File: config.mk
export PLATFORM = sky130hd
export DESIGN_NAME = rr_sel_arbiter_flat
export DESIGN_NICKNAME = d
export VERILOG_FILES = /design/src/rtl/rr_sel_arbiter_if.sv /design/src/rtl/rr_sel_arbiter.sv /design/src/flat_wrapper.sv
export SDC_FILE = /design/constraint.sdc
export NUM_CORES = 1
export LEC_CHECK = 0
export CAP_MARGIN = 40
export CORE_AREA = 2 2 40 42
export DETAILED_ROUTE_END_ITERATION = 6
export DIE_AREA = 0 0 42 44
export PLACE_DENSITY = 0.7
export SLEW_MARGIN = 20
export SYNTH_ARGS = -nofsm -noshare
export SYNTH_HDL_FRONTEND = slang
export SYNTH_SLANG_ARGS = --single-unit
File: constraint.sdc
create_clock -name clk -period 4.25 [get_ports clk]
set_input_delay 0.85 -clock clk [delete_from_list [all_inputs] [get_ports clk]]
set_output_delay 0.85 -clock clk [all_outputs]
set_load 0.02 [all_outputs]
File: src/rtl/rr_sel_arbiter_if.sv
// rr_sel_arbiter_if: request/grant bundle between the requesters and the
// round-robin select arbiter that steers mux_bus_prm.
//   master modport: the arbiter (samples req, drives gnt/sel/vld)
//   slave modport : a requester-side block (drives req, observes grant)
interface rr_sel_arbiter_if #(
    parameter int SEL_WIDTH = 2
);
    localparam int N = 2 ** SEL_WIDTH;

    logic [N-1:0]         req;
    logic [N-1:0]         gnt;
    logic [SEL_WIDTH-1:0] sel;
    logic                 vld;

    modport master (
        input  req,
        output gnt,
        output sel,
        output vld
    );

    modport slave (
        output req,
        input  gnt,
        input  sel,
        input  vld
    );
endinterface

File: src/rtl/rr_sel_arbiter.sv
// rr_sel_arbiter: round-robin arbiter producing the select code for the
// parameterized bus mux. One request per mux channel, one-hot grant plus
// binary select, grant held until the owner drops its request.
// Optional feature macro: RR_SEL_ARBITER_TIMEOUT_EN
//   defined   -> a hold counter forces rotation after MAX_HOLD grant cycles
//                whenever another channel is waiting
//   undefined -> no counter; a grant is kept until the owner releases it
// All outputs come straight from registers; reset is synchronous, active high.
module rr_sel_arbiter #(
    parameter int SEL_WIDTH = 2,
    parameter int MAX_HOLD  = 8
) (
    input logic               clk,
    input logic               rst,
    rr_sel_arbiter_if.master  bus
);
    localparam int N = 2 ** SEL_WIDTH;

    localparam logic [0:0] ST_IDLE  = 1'b0;
    localparam logic [0:0] ST_GRANT = 1'b1;

    localparam logic [SEL_WIDTH-1:0] PTR_ONE = SEL_WIDTH'(1);

    if (MAX_HOLD < 1) begin : gBadMaxHold
        $error("rr_sel_arbiter: MAX_HOLD must be at least 1");
    end

    // Convert a channel index into its one-hot position.
    function automatic logic [N-1:0] toOneHot(input logic [SEL_WIDTH-1:0] idx);
        logic [N-1:0] oh;
        oh      = '0;
        oh[idx] = 1'b1;
        return oh;
    endfunction

    // Scan start, start+1, ... (wrapping modulo N) and return {found, index}
    // of the first set bit in mask.
    function automatic logic [SEL_WIDTH:0] findWinner(
        input logic [N-1:0]         mask,
        input logic [SEL_WIDTH-1:0] start
    );
        logic                 found;
        logic [SEL_WIDTH-1:0] idx;
        logic [SEL_WIDTH-1:0] win;
        found = 1'b0;
        win   = start;
        for (int i = 0; i < N; i++) begin
            idx = start + SEL_WIDTH'(i);
            if (!found && mask[idx]) begin
                found = 1'b1;
                win   = idx;
            end
        end
        return {found, win};
    endfunction

    logic [0:0]           state_q, state_d;
    logic [SEL_WIDTH-1:0] ptr_q, ptr_d;
    logic [SEL_WIDTH-1:0] sel_q, sel_d;
    logic [N-1:0]         gnt_q, gnt_d;

`ifdef RR_SEL_ARBITER_TIMEOUT_EN
    localparam int CNT_W = $clog2(MAX_HOLD) + 1;
    localparam logic [CNT_W-1:0] CNT_MAX = CNT_W'(MAX_HOLD - 1);

    logic [CNT_W-1:0] holdCnt_q, holdCnt_d;
    logic             holdExpired;

    assign holdExpired = (holdCnt_q == CNT_MAX);
`endif

    logic [N-1:0]         ownerMask;
    logic                 ownerReq;
    logic [SEL_WIDTH-1:0] nextPtr;
    logic [SEL_WIDTH-1:0] searchPtr;
    logic [N-1:0]         searchMask;
    logic                 winFound;
    logic [SEL_WIDTH-1:0] winSel;

    // While granting, the search starts just past the owner and never picks
    // the owner itself, so a handover (release or timeout) always rotates.
    // In IDLE the search starts at the stored pointer over all requests.
    assign ownerMask  = toOneHot(sel_q);
    assign ownerReq   = |(bus.req & ownerMask);
    assign nextPtr    = sel_q + PTR_ONE;
    assign searchPtr  = (state_q == ST_GRANT) ? nextPtr : ptr_q;
    assign searchMask = (state_q == ST_GRANT) ? (bus.req & ~ownerMask) : bus.req;
    assign {winFound, winSel} = findWinner(searchMask, searchPtr);

    // Next-state logic: grant from idle, hand over on release or timeout,
    // otherwise keep the current owner.
    always_comb begin
        state_d = state_q;
        ptr_d   = ptr_q;
        sel_d   = sel_q;
        gnt_d   = gnt_q;
`ifdef RR_SEL_ARBITER_TIMEOUT_EN
        holdCnt_d = holdCnt_q;
`endif
        case (state_q)
            ST_IDLE: begin
                if (winFound) begin
                    state_d = ST_GRANT;
                    sel_d   = winSel;
                    gnt_d   = toOneHot(winSel);
`ifdef RR_SEL_ARBITER_TIMEOUT_EN
                    holdCnt_d = '0;
`endif
                end
            end
            ST_GRANT: begin
                if (!ownerReq) begin
                    ptr_d = nextPtr;
                    if (winFound) begin
                        sel_d = winSel;
                        gnt_d = toOneHot(winSel);
`ifdef RR_SEL_ARBITER_TIMEOUT_EN
                        holdCnt_d = '0;
`endif
                    end else begin
                        state_d = ST_IDLE;
                        gnt_d   = '0;
                    end
                end
`ifdef RR_SEL_ARBITER_TIMEOUT_EN
                else if (holdExpired && winFound) begin
                    ptr_d     = nextPtr;
                    sel_d     = winSel;
                    gnt_d     = toOneHot(winSel);
                    holdCnt_d = '0;
                end else if (!holdExpired) begin
                    holdCnt_d = holdCnt_q + CNT_W'(1);
                end
`endif
            end
            default: begin
                state_d = ST_IDLE;
                gnt_d   = '0;
            end
        endcase
    end

    // State registers; reset wins over every other event.
    always_ff @(posedge clk) begin
        if (rst) begin
            state_q <= ST_IDLE;
            ptr_q   <= '0;
            sel_q   <= '0;
            gnt_q   <= '0;
`ifdef RR_SEL_ARBITER_TIMEOUT_EN
            holdCnt_q <= '0;
`endif
        end else begin
            state_q <= state_d;
            ptr_q   <= ptr_d;
            sel_q   <= sel_d;
            gnt_q   <= gnt_d;
`ifdef RR_SEL_ARBITER_TIMEOUT_EN
            holdCnt_q <= holdCnt_d;
`endif
        end
    end

    assign bus.gnt = gnt_q;
    assign bus.sel = sel_q;
    assign bus.vld = (state_q == ST_GRANT);

    // Grant is one-hot or empty, valid mirrors it, and sel names the owner.
    gntOneHot: assert property (@(posedge clk) disable iff (rst) $onehot0(gnt_q));
    vldMatchesGnt: assert property (@(posedge clk) disable iff (rst)
        bus.vld == (gnt_q != '0));
    selMatchesGnt: assert property (@(posedge clk) disable iff (rst)
        bus.vld |-> (gnt_q == toOneHot(sel_q)));
endmodule

File: src/flat_wrapper.sv
// flat-port wrapper written by rule: the top's interface ports become plain ports
module rr_sel_arbiter_flat 
#(
    parameter int SEL_WIDTH = 2,
    parameter int MAX_HOLD  = 8
)
  (clk, rst, bus_req, bus_gnt, bus_sel, bus_vld);
  rr_sel_arbiter_if #(.SEL_WIDTH(SEL_WIDTH)) bus_i ();
  input logic clk;
  input logic rst;
  input wire logic [$bits(bus_i.req)-1:0] bus_req;
  output wire logic [$bits(bus_i.gnt)-1:0] bus_gnt;
  output wire logic [$bits(bus_i.sel)-1:0] bus_sel;
  output wire logic [$bits(bus_i.vld)-1:0] bus_vld;
  assign bus_i.req = bus_req;
  assign bus_gnt = bus_i.gnt;
  assign bus_sel = bus_i.sel;
  assign bus_vld = bus_i.vld;
  rr_sel_arbiter #(.SEL_WIDTH(SEL_WIDTH), .MAX_HOLD(MAX_HOLD)) u_core (.clk(clk), .rst(rst), .bus(bus_i));
endmodule
==> results.toml, run 1 <==
[pwr]
ir_worst_vdd_mv = 0.267
swShare_pct = 37.8
p_int_w = 0.000229
combPwrFrac_pct = 51.1
p_leak_nw = 0.307
finalPower_w = 0.000369
p_per_area_mw_per_mm2 = 484
p_clk_share_pct = 16.9
netSwitchingPower_w = 0.000139
power_frac_seq_pct = 32.0

[setup_path]
arrival_ns = 2.68
crit_fanout = 5
r2r-start = "u_core.bus.sel[0]$_SDFFE_PP0P_"
crit_path_end_kind = "flop"
cp-startpoint = "bus_req[3]"
crit_path_start_kind = "primary input"
crit_type = "primary input to flop"
cp_slowest_cell = "clkdlybuf4s50_1"
max_stage_delay_ns = 0.54
crit_chain = "clkdlybuf4s50_1, a21bo_2, a22oi_1, o211ai_1, o21bai_1, or3b_1, a21oi_1"
required_ns = 4.43

[route]
drt_first_pass_iters = 3
vias = 537
ant_nets = 0
routed_wl_um = 1210
drt_iter0_drc = 6
drc = 0
via_per_inst = 5.26
detail_route.wl_per_cell_um = 11.9

[synthesis]
synth_edf_count = 0
yosysSeqAreaShare_pct = 29.3
syn_nets = 82
async_flop_share_pct = 0
syn_area_um2 = 614
synth_seq_cells = 9
synth_ff_type = "dfxtp_1"
synth_cells = 72
avgSynthCellArea_um2 = 8.53
synth.distinct_cells = 34
ys_warn_count = 0

[clocking]
clock_latency_ns = 0.25
clock_path_buffers = 2
h-tree-depth = 1
postCtsHoldBufs = 0
cts_tree = "yes"
cts.sinks = 9
clkTransAtPathRegs_ns = 0.06
cts-resized-gates = 0
cts_root_buffer = "clkbuf_4"
cts_buffers = 3
cts_setup_buffers = 0

[final_layout]
filler_cell_count = 136
utilization_pct = 53.7
fin_nets = 97
drive_above_1_share_pct = 11.6
regArea_um2 = 180
areaGrowthSynthToFinish_pct = 24.0
multi_input_area_um2 = 400
diodes = 0
stdcell_count = 102

[floorplan]
rows = 14
chipHeight_um = 44
fp.dieW_um = 42
start_util_pct = 43.3
die_area_mm2 = 0.00185
core_mm2 = 0.00142
pin_count = 13

[global_route]
grt_pass1_vias = 512
track_usage_pct = 15.2
grt_pass1_wl_um = 2140
gr-total-overflow = 0
grt_start_max_net_pins = 13
antenna_found_initial = 0

[job]
max-cap-violations = 0

[placed_design]
place_congestion = 0.818
post-place-ws_ns = 1.51
port_buffers = 12
dp_hpwl_um = 961
dp.cells = 98

[sta]
grt_setup_unrepaired = "no"
slew_headroom_pct = 71.6
fin_tns_setup_ns = 0
setup_viol = 0
worst_pin_slew_ns = 0.425
finClkSkew_ns = 0.000943
post-route-period-util_pct = 58.9
slew_viol_final = 0
min_period_ns = 2.50
timing.fmax_mhz = 399
setup_ws_ns = 1.75
hold_violations = 0

[min_path]
worstHoldStart = "u_core.bus.gnt[0]$_SDFFE_PP0P_"
hp-class = "flop to flop"

[status]
status = "finished clean"
flip-flops by register name, summed over array words and instances (netlist names):
| signal | count |
|---|---|
| u_core.bus.vld | 1 |
| u_core.bus.sel | 2 |
| u_core.ptr_q | 2 |
| u_core.bus.gnt | 4 |
metrics by stage:
step	hold slack [ns]	area, µm²
2_1_floorplan	0.456	614
3_3_place_gp	0.448	736
3_5_place_dp	0.451	736
4_1_cts	0.459	762
5_1_grt	0.484	762
6_report	0.458	762
final cells by class:
class	instances	share of cell area, %
clock buffer	4	3.45
inverter	4	1.97
multi-input combinational	57	52.5
sequential	9	23.6
tap	16	2.63
timing repair buffer	12	15.8
power by group through the flow:
stage	Clock, W	Sequential, W	Combinational, W
after floorplan	0	0.000134	0.000118
after global placement	0	0.000120	0.000187
after detailed placement	0	0.000120	0.000187
after CTS	0.0000662	0.000118	0.000189
after global routing	0.0000726	0.000120	0.000208
final	0.0000625	0.000118	0.000189
cell usage in the layout, fill, tap and decap left out, types with 2 or more instances in the layout:
cell type        netlist  routed
inv_1                  4       4
nor2_1                 8       8
nand4_1                2       2
a21oi_1                5       5
a21boi_1               2       2
nand2_1                5       5
ha_1                   4       4
dfxtp_1                9       9
nand2b_1               5       5
clkbuf_4               0       3
o211ai_1               2       2
nand3_1                2       2
clkdlybuf4s50_1        0      12
a32oi_1                2       2
path summary, 6_finish.rpt:
check,to,slack [ns],cells past startpoint
worst max-delay path,u_core.bus.gnt[3]$_SDFFE_PP0P_,1.75,7
worst min register to register,u_core.bus.gnt[0]$_SDFFE_PP0P_,0.46,2
worst min-delay path,u_core.bus.gnt[0]$_SDFFE_PP0P_,0.46,2
worst max register to register,u_core.bus.gnt[1]$_SDFFE_PP0P_,2.00,8
metal layers:
metal | GRT usage, % | vias to the layer above | share of wire [%] | wire, µm
met3 | 2.50 | 2 | 0.99 | 12
met4 | 9.68 | 0 | 0.83 | 10
met5 | 0 | - | 0 | 0
met1 | 21.6 | 241 | 55 | 668
li1 | - | 291 | - | -
met2 | 21.3 | 3 | 43 | 518
cell usage after synthesis, types with 2 or more instances:
| library cell | instances | area share [%] |
|---|---|---|
| a21oi_1 | 5 | 4.1 |
| nand4_1 | 2 | 2.0 |
| ha_1 | 4 | 8.1 |
| nand2_1 | 5 | 3.1 |
| dfxtp_1 | 9 | 29 |
| nor2_1 | 8 | 4.9 |
| nand3_1 | 2 | 1.6 |
| o211ai_1 | 2 | 2.4 |
| a32oi_1 | 2 | 2.9 |
| inv_1 | 4 | 2.4 |
| nand2b_1 | 5 | 5.1 |
| a21boi_1 | 2 | 2.4 |
cell families (layout without fill, tap and decap cells):
group	Yosys count	in the layout	share of synthesized area (%)
mux	3	3	5.91
simple gates	28	28	24.0
buf+inv	6	20	5.50
flops	9	9	29.3
compound gates	22	22	27.1
fa+ha+maj	4	4	8.15
critical path, delay by kind of cell:
family / cells / cell delay (ns)
AOI/OAI and AO/OA: 5 / 0.89
buffers and inverters: 1 / 0.54
and+or+nand+nor: 1 / 0.39
No activity file was read; power rests on OpenSTA's default activity.
==> inputs of run 2 (changes only) <==
- clock period: 4.25 -> 2.33 ns (I/O delays scaled with it)
==> run 2 against run 1 <==
  * Power rose by 94%
  * Register-to-register slack got worse by 1.8 ns
  * Count of clock-buffer cells in the layout did not move
  * Flip-flop and latch count did not move
  * Critical path type is now flop to flop
==> results.toml, run 2 (synthesis results as in run 1) <==
[status]
status = "finished clean"

[clocking]
h-tree-depth = 1
postCtsHoldBufs = 0
cts-resized-gates = 0
cts_root_buffer = "clkbuf_4"
clock_path_buffers = 2
cts_setup_buffers = 0
clock_latency_ns = 0.26
cts_buffers = 3
cts_tree = "yes"
clkTransAtPathRegs_ns = 0.06
cts.sinks = 9

[setup_path]
cp_slowest_cell = "or3_4"
crit_fanout = 5
crit_family = "simple AND/OR/NAND/NOR gates"
critical_path_buf_inv_count = 1
crit_path_start_kind = "flop"
max_stage_delay_ns = 0.39
cp-startpoint = "u_core.bus.sel[1]$_SDFFE_PP0P_"
crit_path_end_kind = "flop"
reg2reg_slack_ns = 0.16
reg2reg_depth = 8
required_ns = 2.53
worst-path-stages = 8
r2r_end = "u_core.bus.gnt[1]$_SDFFE_PP0P_"
arrival_ns = 2.37
setup.worst_path.end = "u_core.bus.gnt[1]$_SDFFE_PP0P_"
crit_type = "flop to flop"
crit_chain = "inv_1, ha_1, mux2_4, or3_1, nand4_1, nand2_2, or3_4, a21oi_2"
r2r-start = "u_core.bus.sel[1]$_SDFFE_PP0P_"

[sta]
worst_pin_slew_ns = 0.398
timing.fmax_mhz = 460
slew_viol_final = 0
min_period_ns = 2.17
slew_headroom_pct = 73.2
setup_viol = 0
hold_slack_ns = 0.453
finClkSkew_ns = 0.00608
grt_setup_unrepaired = "no"
post-route-period-util_pct = 93.2
hold_violations = 0

[route]
via_per_inst = 5.42
drc = 0
ant_nets = 0
routed_wl_um = 1340
vias = 585
drt_first_pass_iters = 4
detail_route.wl_per_cell_um = 12.4
drt_iter0_drc = 13

[min_path]
worstHoldStart = "u_core.bus.gnt[0]$_SDFFE_PP0P_"
hp-class = "flop to flop"

[pwr]
ir_worst_vdd_mv = 0.418
p_leak_nw = 0.336
finalPower_w = 0.000714
p_per_area_mw_per_mm2 = 885

[final_layout]
diodes = 0
layout_commonest_cell = "clkdlybuf4s50_1"
layout_common_cells = "12 x clkdlybuf4s50_1, 9 x dfxtp_1, 8 x nor2_1"
largest_reg_flops = 4
stdcell_count = 108
fin_nets = 103
filler_cell_count = 127
drive_above_1_share_pct = 17.4
areaGrowthSynthToFinish_pct = 31.4
utilization_pct = 56.9

[floorplan]
rows = 14
chipHeight_um = 44
start_util_pct = 43.3
fp.dieW_um = 42
pin_count = 13
die_area_mm2 = 0.00185
core_mm2 = 0.00142

[placed_design]
dp_hpwl_um = 1050
port_buffers = 12
place_congestion = 0.781
dp.cells = 104

[global_route]
antenna_found_initial = 0
grt_pass1_wl_um = 2330
track_usage_pct = 17.1
grt_pass1_vias = 562
grt_start_max_net_pins = 13
gr-total-overflow = 0

[job]
max-cap-violations = 0
## run 2: cell types whose count changed in the layout (fill, tap and decap cells not counted), sizes merged
cell	change
buf	+6
## run 2: worst min-delay path by stage
stage | cells after the start | slack, ns | end
finish | 2 | 0.45 | u_core.bus.gnt[0]$_SDFFE_PP0P_
global placement | 2 | 0.44 | u_core.bus.gnt[0]$_SDFFE_PP0P_
floorplan | 2 | 0.46 | u_core.ptr_q[0]$_SDFFE_PP0P_
global route | 2 | 0.48 | u_core.bus.gnt[0]$_SDFFE_PP0P_
detailed placement | 2 | 0.45 | u_core.bus.gnt[0]$_SDFFE_PP0P_
CTS | 2 | 0.46 | u_core.bus.gnt[0]$_SDFFE_PP0P_
## run 2: layout make-up
type                            count  area (µm²)  share of cell area (%)
Timing Repair Buffer               18         165                    20.5
Inverter                            4        15.0                    1.86
Tap cell                           16        20.0                    2.48
Multi-Input combinational cell     57         400                    49.6
Sequential cell                     9         180                    22.3
Clock buffer                        4        26.3                    3.26
## run 2: power breakdown
group	leakage (nW)	total (W)	switching, W	internal (W)
clock	0.0150	0.000121	0.0000548	0.0000660
combinational	0.247	0.000383	0.000192	0.000191
sequential	0.0742	0.000210	0.0000224	0.000188
total	0.336	0.000714	0.000269	0.000445
## run 2: stage by stage
stage | worst slack (ns) | instance area [µm²] | TNS (ns)
4_1_cts | 0.155 | 807 | 0
3_5_place_dp | -0.0428 | 781 | -0.0672
6_report | 0.158 | 807 | 0
5_1_grt | 0.0146 | 807 | 0
3_3_place_gp | 0.0193 | 781 | 0
2_1_floorplan | 0.0942 | 614 | 0
## run 2: routing by layer
layer  global-route usage, %  routed length (µm)
met3                    4.17                  35
met1                    19.7                 646
met5                       0                   0
met2                    26.9                 629
met4                    14.2                  27
## run 2: worst reg2reg max path: stages (launching register included)
cell	delay [ns]
dfxtp_1	0.36
inv_1	0.09
ha_1	0.29
mux2_4	0.29
or3_1	0.33
nand4_1	0.14
nand2_2	0.09
or3_4	0.39
a21oi_2	0.13
